## config.mk

```make
export PLATFORM = sky130hd
export DESIGN_NAME = ysyx_22050039_fetch_queue
export DESIGN_NICKNAME = d
export VERILOG_FILES = /design/src/rtl/ysyx_22050039_fetch_queue.sv
export SDC_FILE = /design/constraint.sdc
export NUM_CORES = 1
export LEC_CHECK = 0
export BUFFER_PORTS_ARGS = -buffer_cell sky130_fd_sc_hd__buf_2
export CAP_MARGIN = 20
export CORE_MARGIN = 4
export CORE_UTILIZATION = 45
export CTS_BUF_LIST = sky130_fd_sc_hd__clkbuf_4
export DETAILED_ROUTE_END_ITERATION = 7
export GPL_TIMING_DRIVEN = 0
export PLACE_DENSITY = 0.72
export RECOVER_POWER = 25
export REMOVE_ABC_BUFFERS = 1
export SYNTH_ARGS = -nofsm -noshare
export SYNTH_HDL_FRONTEND = slang
export SYNTH_SLANG_ARGS = --single-unit
```

## constraint.sdc

```tcl
create_clock -name clk -period 5.6 [get_ports clk]
set_input_delay 0.28 -clock clk [delete_from_list [all_inputs] [get_ports clk]]
set_output_delay 0.28 -clock clk [all_outputs]
set_load 0.03 [all_outputs]
```

## src/rtl/ysyx_22050039_fetch_queue.sv

```systemverilog
// Fetch queue between IFU and instruction memory: issues PCs, collects in-order
// responses into DEPTH slots, and presents them to the IDU in program order.
module ysyx_22050039_fetch_queue #(
    parameter int XLEN  = 64,
    parameter int DEPTH = 2
) (
    input  logic            clk,
    input  logic            rst,
    input  logic            in_valid,
    input  logic [XLEN-1:0] in_pc,
    output logic            in_ready,
    input  logic            flush,
    output logic            imem_req_valid,
    input  logic            imem_req_ready,
    output logic [XLEN-1:0] imem_req_addr,
    input  logic            imem_rsp_valid,
    input  logic [31:0]     imem_rsp_data,
    output logic            out_valid,
    input  logic            out_ready,
    output logic [XLEN-1:0] out_pc,
    output logic [31:0]     out_inst
);
    localparam int PW = $clog2(DEPTH);
    localparam int CW = PW + 1;

    logic [XLEN-1:0]  r_pc   [DEPTH];
    logic [31:0]      r_inst [DEPTH];
    logic [DEPTH-1:0] r_data_ok;
    logic [PW-1:0]    r_head;
    logic [PW-1:0]    r_tail;
    logic [PW-1:0]    r_wptr;
    logic [CW-1:0]    r_count;
    logic [CW-1:0]    r_pend;
    logic [CW-1:0]    r_drop;

    logic          w_credit;
    logic          w_fire;
    logic          w_pop;
    logic          w_owed;
    logic          w_rsp_drop;
    logic          w_rsp_wr;
    logic [CW:0]   w_used;

    // Responses return in order, so the oldest entry still waiting for data is
    // always r_wptr; r_pend counts allocated entries whose data has not arrived.
    always_comb begin
        w_used     = {1'b0, r_count} + {1'b0, r_drop};
        w_credit   = w_used < (CW + 1)'(DEPTH);
        w_owed     = (r_drop != '0) || (r_pend != '0);
        w_rsp_drop = imem_rsp_valid && (r_drop != '0);
        w_rsp_wr   = imem_rsp_valid && (r_drop == '0) && (r_pend != '0);
    end

    assign imem_req_valid = ~rst & ~flush & in_valid & w_credit;
    assign imem_req_addr  = in_pc;
    assign in_ready       = ~rst & ~flush & imem_req_ready & w_credit;
    assign out_valid      = ~rst & ~flush & r_data_ok[r_head] & (r_count != '0);
    assign out_pc         = r_pc[r_head];
    assign out_inst       = r_inst[r_head];
    assign w_fire         = imem_req_valid & imem_req_ready;
    assign w_pop          = out_valid & out_ready;

    always_ff @(posedge clk) begin
        if (rst) begin
            r_head    <= '0;
            r_tail    <= '0;
            r_wptr    <= '0;
            r_count   <= '0;
            r_pend    <= '0;
            r_drop    <= '0;
            r_data_ok <= '0;
        end else if (flush) begin
            r_count   <= '0;
            r_pend    <= '0;
            r_head    <= r_tail;
            r_wptr    <= r_tail;
            r_data_ok <= '0;
            r_drop    <= r_drop + r_pend - CW'(imem_rsp_valid & w_owed);
        end else begin
            if (w_fire) begin
                r_pc[r_tail]      <= in_pc;
                r_data_ok[r_tail] <= 1'b0;
                r_tail            <= r_tail + 1'b1;
            end
            if (w_rsp_drop) begin
                r_drop <= r_drop - 1'b1;
            end
            if (w_rsp_wr) begin
                r_inst[r_wptr]    <= imem_rsp_data;
                r_data_ok[r_wptr] <= 1'b1;
                r_wptr            <= r_wptr + 1'b1;
            end
            if (w_pop) begin
                r_data_ok[r_head] <= 1'b0;
                r_head            <= r_head + 1'b1;
            end
            r_count <= r_count + CW'(w_fire) - CW'(w_pop);
            r_pend  <= r_pend + CW'(w_fire) - CW'(w_rsp_wr);
        end
    end
endmodule

```

==> flow_summary.ini, run 1 <==
[critical_path]
critical_path_class = reg2reg
worst_setup_path_start_kind = flop
path_max_fanout = 41
cp_data_arrival_time_ns = 3.34
setup.worst_path.end_class = flop
crit_required_ns = 5.88

[routing]
detail_route.wirelength_mm = 18.16
drt_pre_antenna_iters = 5
drt.antenna.violating_nets = 0
routed-via-count = 5062
post_drt_wl_per_cell_um = 17.11
detailedRoute.firstIterationViolations = 199
post_drt_via_cell_ratio = 4.771
drc_errors = 0

[place]
place.gp.congestion = 0.7968
dpl_cell_area_sq_um = 9346
portBuffers = 265
numPlacedInstances = 872
dpl.hpwl_mm = 11.60
preCtsSetupSlack_ns = 2.560

[clocking]
ctsLongestPathBuffers = 3
htree_num_levels = 2
numClockSinks = 204
root_buffer_selected_by_cts = sky130_fd_sc_hd__clkbuf_4
cts_made_buffers = 50
clock_insertion_delay_worst_skew_ns = 0.61
tritoncts_clock_tree = done
cts_clk_pin_slew_worst_paths_ns = 0.07

[global_route]
met2_usage_pct = 31.50
maximum_number_of_pins_on_one_net_before_global_route_repair = 54
grt_pass1_vias = 5521
groute.layer.met1.usage_pct = 18.57
grtUsageTotal_pct = 17.14
antenna_violations_before_repair = 0
gr-total-overflow = 0
grt_pass1_wl_mm = 27.50
globalRoute.busiestLayer = met2
use_met3_pct = 5.914

[sta]
setup_tns_ns = 0
worstMarginPinSlew_ns = 0.9170
setup_ws_ns = 2.539
timing.final.crit_period_ns = 3.061
max_freq_mhz = 326.6
hold-worst-slack_ns = 0.1254
final.setup_skew_ns = 0.02819
report.final.slew_viol_count = 0
setup_repair_after_global_routing_missed_its_margin = no
finalCritPeriodShare_pct = 54.67
finalHoldViolations = 0
setup_violations = 0
slew-limit-headroom_pct = 38.72

[finish]
area_growth_pct = 34.50
final.fill_count = 1297
post_route_cells_drive_above_1_share_pct = 47.31
finish.utilization_pct = 62.61
most-common-layout-cells = sky130_fd_sc_hd__buf_2, sky130_fd_sc_hd__edfxtp_1, sky130_fd_sc_hd__dlygate4sd3_1
finish.instance_area_sq_um = 10940
layout_commonest_cell = sky130_fd_sc_hd__buf_2
nNetsFinal = 908
instances_no_fill = 1061

[synth]
syn_avg_cell_area_sq_um = 18.00
synth_top_cell_by_area = sky130_fd_sc_hd__edfxtp_1
yosysTopAreaCellShare_pct = 70.87
post_synth_instance_area_sq_um = 8135
ys_warns = 0
async_reset_ff_share_pct = 0
synth-seq-area-share_pct = 73.82
post_synth_main_area_contributors = sky130_fd_sc_hd__edfxtp_1, sky130_fd_sc_hd__mux2_2, sky130_fd_sc_hd__buf_4, sky130_fd_sc_hd__dfxtp_1, sky130_fd_sc_hd__ha_1
synth-edff-count = 192
yosysUniqueCellTypes = 36
postSynth.topFlopCell = sky130_fd_sc_hd__edfxtp_1
synth_cells = 452
synth-seq-cells = 204

[pwr]
power_density_nw_per_um2 = 305.3
max-vdd-ir-drop_mv = 0.2179
total_leakage_power_nw = 4.192
post-layout-total-power_mw = 3.340

[job]
max-cap-violations = 0

[floorplan]
fp.dieArea_sq_um = 20290
die_width_um = 142.5
design.core.area_sq_um = 17480
die_y_um = 142.5
core.rowCount = 48
io-pin-count = 266
floorplan.initialDensity_pct = 46.55

[worst_hold_path]
hold_path_class = in2reg

[status]
outcome = finished, final reports clean
sequential cells by signal, summed over array words and instances (netlist names), named ones only:
register,cells
r_pend,2
r_head,1
r_drop,2
r_data_ok,2
r_count,2
r_tail,1
r_inst,64
r_pc,128
r_wptr,1
cell usage after synthesis, types with 3 or more instances:
| cell type | number |
|---|---|
| sky130_fd_sc_hd__nand2_1 | 4 |
| sky130_fd_sc_hd__xnor2_1 | 3 |
| sky130_fd_sc_hd__buf_4 | 64 |
| sky130_fd_sc_hd__nor2_1 | 10 |
| sky130_fd_sc_hd__dfxtp_1 | 12 |
| sky130_fd_sc_hd__and3_1 | 4 |
| sky130_fd_sc_hd__clkbuf_1 | 4 |
| sky130_fd_sc_hd__and2_1 | 5 |
| sky130_fd_sc_hd__inv_1 | 9 |
| sky130_fd_sc_hd__o21ai_0 | 3 |
| sky130_fd_sc_hd__a21oi_1 | 3 |
| sky130_fd_sc_hd__edfxtp_1 | 192 |
| sky130_fd_sc_hd__ha_1 | 7 |
| sky130_fd_sc_hd__buf_2 | 7 |
| sky130_fd_sc_hd__xor2_1 | 3 |
| sky130_fd_sc_hd__mux2_2 | 96 |
repair_timing:
item                                    in CTS  in global routing
buffers inserted                             0                  0
endpoints found under the hold margin      195                  0
hold buffers                                98                  0
endpoints found under the setup margin       0                  0
resized for setup                            0                  0
worst max-delay path: stages, from the launching register on:
cell and delay [ns]:
sky130_fd_sc_hd__dfxtp_1 0.39, sky130_fd_sc_hd__and2_1 0.17, sky130_fd_sc_hd__fa_1 0.44, sky130_fd_sc_hd__or4_4 0.53, sky130_fd_sc_hd__or3_1 0.37, sky130_fd_sc_hd__inv_2 0.48
sky130_fd_sc_hd__buf_12 0.32
cell families (layout without fill, tap and decap cells):
family / after synthesis / after routing / share of synthesized area, %
compound gates: 19 / 19 / 1.692
xor+xnor: 6 / 6 / 0.6461
fa+ha+maj: 8 / 8 / 1.323
buf+inv: 85 / 468 / 6.982
flops: 204 / 204 / 73.82
mux: 96 / 96 / 13.29
other cells: 0 / 1 / 0
simple gates: 34 / 34 / 2.246
final cells by class:
| class | instances | area [sq um] | share of cell area (%) |
|---|---|---|---|
| Antenna cell | 1 | 2.502 | 0.02287 |
| Clock buffer | 80 | 600.6 | 5.489 |
| Clock inverter | 10 | 90.09 | 0.8233 |
| Inverter | 10 | 37.54 | 0.3431 |
| Multi-Input combinational cell | 163 | 1577 | 14.41 |
| Sequential cell | 204 | 6010 | 54.92 |
| Tap cell | 225 | 281.5 | 2.573 |
| Timing Repair Buffer | 368 | 2344 | 21.42 |
metal layers:
metal	up-vias	wire [um]
li1	2381	-
met1	2412	6644
met2	245	9493
met3	24	1744
met4	0	276
met5	-	0
worst paths after layout:
| path | endpoint | depth (start not counted) | startpoint | slack (ns) |
|---|---|---|---|---|
| max | r_pc[0][18] | 6 | r_count[0] | 2.54 |
| min | r_data_ok[0] | 3 | out_ready | 0.13 |
| max reg2reg | r_pc[0][18] | 6 | r_count[0] | 2.54 |
| min reg2reg | r_data_ok[0] | 2 | r_data_ok[0] | 0.53 |
power breakdown:
part / internal [mW] / leakage (nW) / switching [mW]
registers: 1.68 / 1.83 / 0.0145
clock network: 0.737 / 0.414 / 0.543
logic: 0.150 / 1.95 / 0.215
Power figures use the tool's default switching activity.
==> run 2, diff against run 1 <==
- clock period: 5.6 -> 3.2 ns (I/O delays scaled with it)
==> run 2 against run 1 <==
Effect of this change:
- die area did not move
- maximum frequency rose by 0.49%
- critical path type unchanged
- sequential power rose by 75%
==> flow_summary.ini, run 2 (synthesis gave the netlist of run 1 again) <==
[sta]
final.setup_skew_ns = 0.02720
finalCritPeriodShare_pct = 95.20
report.final.slew_viol_count = 0
hold-worst-slack_ns = 0.09300
slew-limit-headroom_pct = 38.99
setup_violations = 0
timing.final.crit_period_ns = 3.046
finalHoldViolations = 0
setup_repair_after_global_routing_missed_its_margin = no
max_freq_mhz = 328.3
worstMarginPinSlew_ns = 0.9130
setup_tns_ns = 0

[floorplan]
fp.dieArea_sq_um = 20290
core.rowCount = 48
design.core.area_sq_um = 17480
io-pin-count = 266
die_width_um = 142.5
floorplan.initialDensity_pct = 46.55
die_y_um = 142.5

[worst_hold_path]
hold_path_class = in2reg

[clocking]
clock_insertion_delay_worst_skew_ns = 0.61
cts_made_buffers = 50
cts_clk_pin_slew_worst_paths_ns = 0.07
tritoncts_clock_tree = done
post_cts.resized_instances = 0
ctsLongestPathBuffers = 3
htree_num_levels = 2
root_buffer_selected_by_cts = sky130_fd_sc_hd__clkbuf_4
numClockSinks = 204

[place]
numPlacedInstances = 872
place.gp.congestion = 0.7968
dpl.hpwl_mm = 11.60
portBuffers = 265

[pwr]
net-switching-power_mw = 1.352
intPower_mw = 4.497
total_leakage_power_nw = 4.208
share_clk_of_total_power_pct = 38.3
post-layout-total-power_mw = 5.849
power_density_nw_per_um2 = 533.1
share_comb_of_total_power_pct = 11.0
power.share.switching_pct = 23.12
max-vdd-ir-drop_mv = 0.3823
power.share.sequential_pct = 50.7

[finish]
layout_commonest_cell = sky130_fd_sc_hd__buf_2
instances_no_fill = 1064
most-common-layout-cells = sky130_fd_sc_hd__buf_2, sky130_fd_sc_hd__edfxtp_1, sky130_fd_sc_hd__dlygate4sd3_1
area_growth_pct = 34.87
top_regs = r_pc x128, r_inst x64
post_route_cells_drive_above_1_share_pct = 47.14
finish.utilization_pct = 62.78
nNetsFinal = 911
largest_register = r_pc
largest_reg_flops = 128

[global_route]
antenna_violations_before_repair = 0
grt_pass1_vias = 5534
grtUsageTotal_pct = 17.20
gr-total-overflow = 0
grt_pass1_wl_mm = 27.59
maximum_number_of_pins_on_one_net_before_global_route_repair = 54

[critical_path]
critical_path_class = reg2reg
cp_data_arrival_time_ns = 3.33
worstPathCellList = and2_1 > fa_1 > or4_4 > or3_1 > inv_2 > buf_12
path_max_fanout = 41
worst_setup_path_start_kind = flop
setup.worst_path.end_class = flop
crit_required_ns = 3.48
critPathMaxStageDelay_ns = 0.53
cell_with_the_largest_stage_delay_on_the_worst_path = sky130_fd_sc_hd__or4_4

[routing]
drc_errors = 0
detailedRoute.firstIterationViolations = 205
routed-via-count = 5101
post_drt_wl_per_cell_um = 17.09
drt_pre_antenna_iters = 4
detail_route.wirelength_mm = 18.18
post_drt_via_cell_ratio = 4.794
drt.antenna.violating_nets = 0

[job]
max-cap-violations = 0

[status]
outcome = finished, final reports clean
-- run 2: power groups by stage --
stage          combinational [mW]  clock [mW]  sequential, mW
2_1_floorplan               0.237           0            3.03
3_3_place_gp                0.531           0            3.04
3_5_place_dp                0.552           0            3.03
4_1_cts                     0.649        2.31            2.97
5_1_grt                     0.680        2.48            2.97
6_report                    0.641        2.24            2.97
-- run 2: worst max-delay path: cells and delay by family (launching register included) --
kind / cells / cell delay (ns)
simple gates: 3 / 1.06
buf+inv: 2 / 0.78
flops: 1 / 0.39
fa+ha+maj: 1 / 0.44
-- run 2: layout make-up --
cell class	instances	area [sq um]
Antenna cell	1	2.502
Timing Repair Buffer	371	2374
Multi-Input combinational cell	163	1577
Clock inverter	10	90.09
Tap cell	225	281.5
Fill cell	1299	6505
Inverter	10	37.54
Clock buffer	80	600.6
Sequential cell	204	6010
-- run 2: worst paths after layout --
kind	start	depth (start not counted)	endpoint	slack, ns
max reg2reg	r_count[0]	6	r_pc[0][56]	0.15
min	imem_req_ready	4	r_data_ok[1]	0.09
min reg2reg	r_data_ok[0]	2	r_data_ok[0]	0.53
max	r_count[0]	6	r_pc[0][56]	0.15
-- run 2: metrics by stage --
stage	area (sq um)	setup WS [ns]
2_1_floorplan	7605	-1.702
3_3_place_gp	9213	-3.282
3_5_place_dp	9346	0.1595
4_1_cts	11050	0.1137
5_1_grt	10970	0.01776
6_report	10970	0.1535
-- run 2: metal layers --
layer / global-route usage, % / vias to the layer above / share of wire (%)
met2: 31.70 / 264 / 52
met1: 18.61 / 2427 / 36
li1: - / 2386 / -
met4: 5.103 / 0 / 1.5
met5: 0 / - / 0
met3: 5.914 / 24 / 9.9
-- run 2: repair_timing --
item                      4_1_cts  5_1_grt
hold endpoints to repair      202        0
hold buffers                  101        0
buffers inserted                0        0
==> run 3, diff against run 2 <==
- CORE_UTILIZATION: 45 -> 35
- PLACE_DENSITY: 0.72 -> not set
==> run 3 against run 2 <==
Effect of this change:
- combinational power is 0.8% lower
- setup slack worse by 0.012 ns
- routed wire length is 0.80% higher
- final area stayed put
- critical path type unchanged
==> flow_summary.ini, run 3 (synthesis gave the netlist of run 1 again) <==
[clocking]
post_cts_setup_buffers = 0
numClockSinks = 204
clock_insertion_delay_worst_skew_ns = 0.64
cts_clk_pin_slew_worst_paths_ns = 0.07
tritoncts_clock_tree = done
htree_num_levels = 2
ctsLongestPathBuffers = 3
post_cts.resized_instances = 0
root_buffer_selected_by_cts = sky130_fd_sc_hd__clkbuf_4
cts_made_buffers = 53

[routing]
drc_errors = 0
drt_pre_antenna_iters = 4
post_drt_wl_per_cell_um = 15.96
post_drt_via_cell_ratio = 4.419
routed-via-count = 5073
detailedRoute.firstIterationViolations = 231
detail_route.wirelength_mm = 18.33
drt.antenna.violating_nets = 0

[sta]
final.setup_skew_ns = 0.05116
setup_violations = 0
finalCritPeriodShare_pct = 95.56
finalHoldViolations = 0
setup_tns_ns = 0
slew-limit-headroom_pct = 47.06
report.final.slew_viol_count = 0
setup_repair_after_global_routing_missed_its_margin = no
setup_ws_ns = 0.1420
timing.final.crit_period_ns = 3.058
max_freq_mhz = 327.0
worstMarginPinSlew_ns = 0.7941

[floorplan]
floorplan.initialDensity_pct = 35.72
die_width_um = 160.5
design.core.area_sq_um = 22780
die_y_um = 160.5
core.rowCount = 55
fp.dieArea_sq_um = 25750
io-pin-count = 266

[finish]
largest_reg_flops = 128
largest_register = r_pc
nNetsFinal = 915
area_growth_pct = 34.87
final.fill_count = 1971
post_route_cells_drive_above_1_share_pct = 45.80
layout_commonest_cell = sky130_fd_sc_hd__buf_2
most-common-layout-cells = sky130_fd_sc_hd__buf_2, sky130_fd_sc_hd__edfxtp_1, sky130_fd_sc_hd__dlygate4sd3_1
top_regs = r_pc x128, r_inst x64

[status]
outcome = finished, final reports clean

[global_route]
gr-total-overflow = 0
maximum_number_of_pins_on_one_net_before_global_route_repair = 53
grt_pass1_vias = 5694
antenna_violations_before_repair = 1
grtUsageTotal_pct = 13.80
grt_pass1_wl_mm = 28.65

[critical_path]
crit_required_ns = 3.51
worst_setup_path_start_kind = flop
critical_path_class = reg2reg
path_max_fanout = 28
cp_data_arrival_time_ns = 3.37
setup.worst_path.end_class = flop

[pwr]
total_leakage_power_nw = 4.135
max-vdd-ir-drop_mv = 0.2711
power_density_nw_per_um2 = 508.2

[job]
max-cap-violations = 0

[place]
place.gp.congestion = 0.7719
portBuffers = 265
preCtsSetupSlack_ns = 0.1161
dpl.hpwl_mm = 11.75

[worst_hold_path]
hold_path_class = in2reg
## run 3: cell types whose count changed in the layout (fill, tap and decap cells not counted), moves of 2 or more
cell                        previous run  this run
sky130_fd_sc_hd__clkinv_2              0         5
sky130_fd_sc_hd__clkbuf_1             63        69
sky130_fd_sc_hd__buf_2               200       195
sky130_fd_sc_hd__clkbuf_4             80        68
sky130_fd_sc_hd__clkinv_1              7        10
sky130_fd_sc_hd__bufinv_16             2         0
## run 3: report_power, final
part	switching (mW)	internal, mW	leakage (nW)	total [mW]
Sequential	0.0257	2.94	1.83	2.97
Combinational	0.372	0.264	1.95	0.636
Clock	0.985	0.986	0.355	1.97
Total	1.38	4.19	4.13	5.58
## run 3: what timing repair did
item                                    in CTS  in global routing
endpoints found under the hold margin      203                  0
hold buffers                               102                  0
endpoints found under the setup margin       0                  0
## run 3: cell type report
cell class	instances	area, sq um	share of cell area [%]
clock buffers	68	510.5	4.653
well taps	313	391.6	3.569
multi-input cells	163	1578	14.38
clock inverters	17	73.82	0.6728
diodes	1	2.502	0.02281
repair buffers	372	2369	21.59
flip-flops and latches	204	6010	54.77
inverters	10	37.54	0.3421
## run 3: worst max-delay path, cell delays in order, from the launching register on
cell and delay (ns):
sky130_fd_sc_hd__dfxtp_1 0.38, sky130_fd_sc_hd__and2_1 0.16, sky130_fd_sc_hd__fa_1 0.43, sky130_fd_sc_hd__or4_4 0.53, sky130_fd_sc_hd__or2_2 0.35, sky130_fd_sc_hd__nor2_4 0.40, sky130_fd_sc_hd__buf_12 0.26, sky130_fd_sc_hd__buf_12 0.21
## run 3: per-stage QoR
stage | hold WS (ns) | power [mW] | cells | area [sq um] | util [%]
6_report | 0.1666 | 5.575 | 1148 | 10970 | 48.17
5_1_grt | 0.1218 | 5.877 | 1148 | 10970 | 48.17
4_1_cts | 0.06382 | 5.706 | 1147 | 11060 | 48.54
3_5_place_dp | 0.3515 | 3.578 | 960 | 9450 | 41.49
3_3_place_gp | 0.3481 | 3.574 | 955 | 9323 | 40.93
2_1_floorplan | 0.2291 | 3.267 | 377 | 7605 | -
## run 3: worst paths after layout
kind,from,to,slack (ns),depth (start not counted)
max,r_count[0],r_pc[1][27],0.14,7
min,imem_req_ready,r_data_ok[0],0.17,4
max reg2reg,r_count[0],r_pc[1][27],0.14,7
min reg2reg,r_data_ok[0],r_data_ok[0],0.52,2
## run 3: metal layers
layer | up-vias | part of all wire (%) | track usage (%) | routed length (um)
met5 | - | 0 | 0 | 0
met4 | 0 | 2.3 | 5.475 | 414
met1 | 2428 | 36 | 13.91 | 6682
met3 | 42 | 8.8 | 5.414 | 1612
met2 | 222 | 52 | 25.42 | 9617
li1 | 2381 | - | - | -
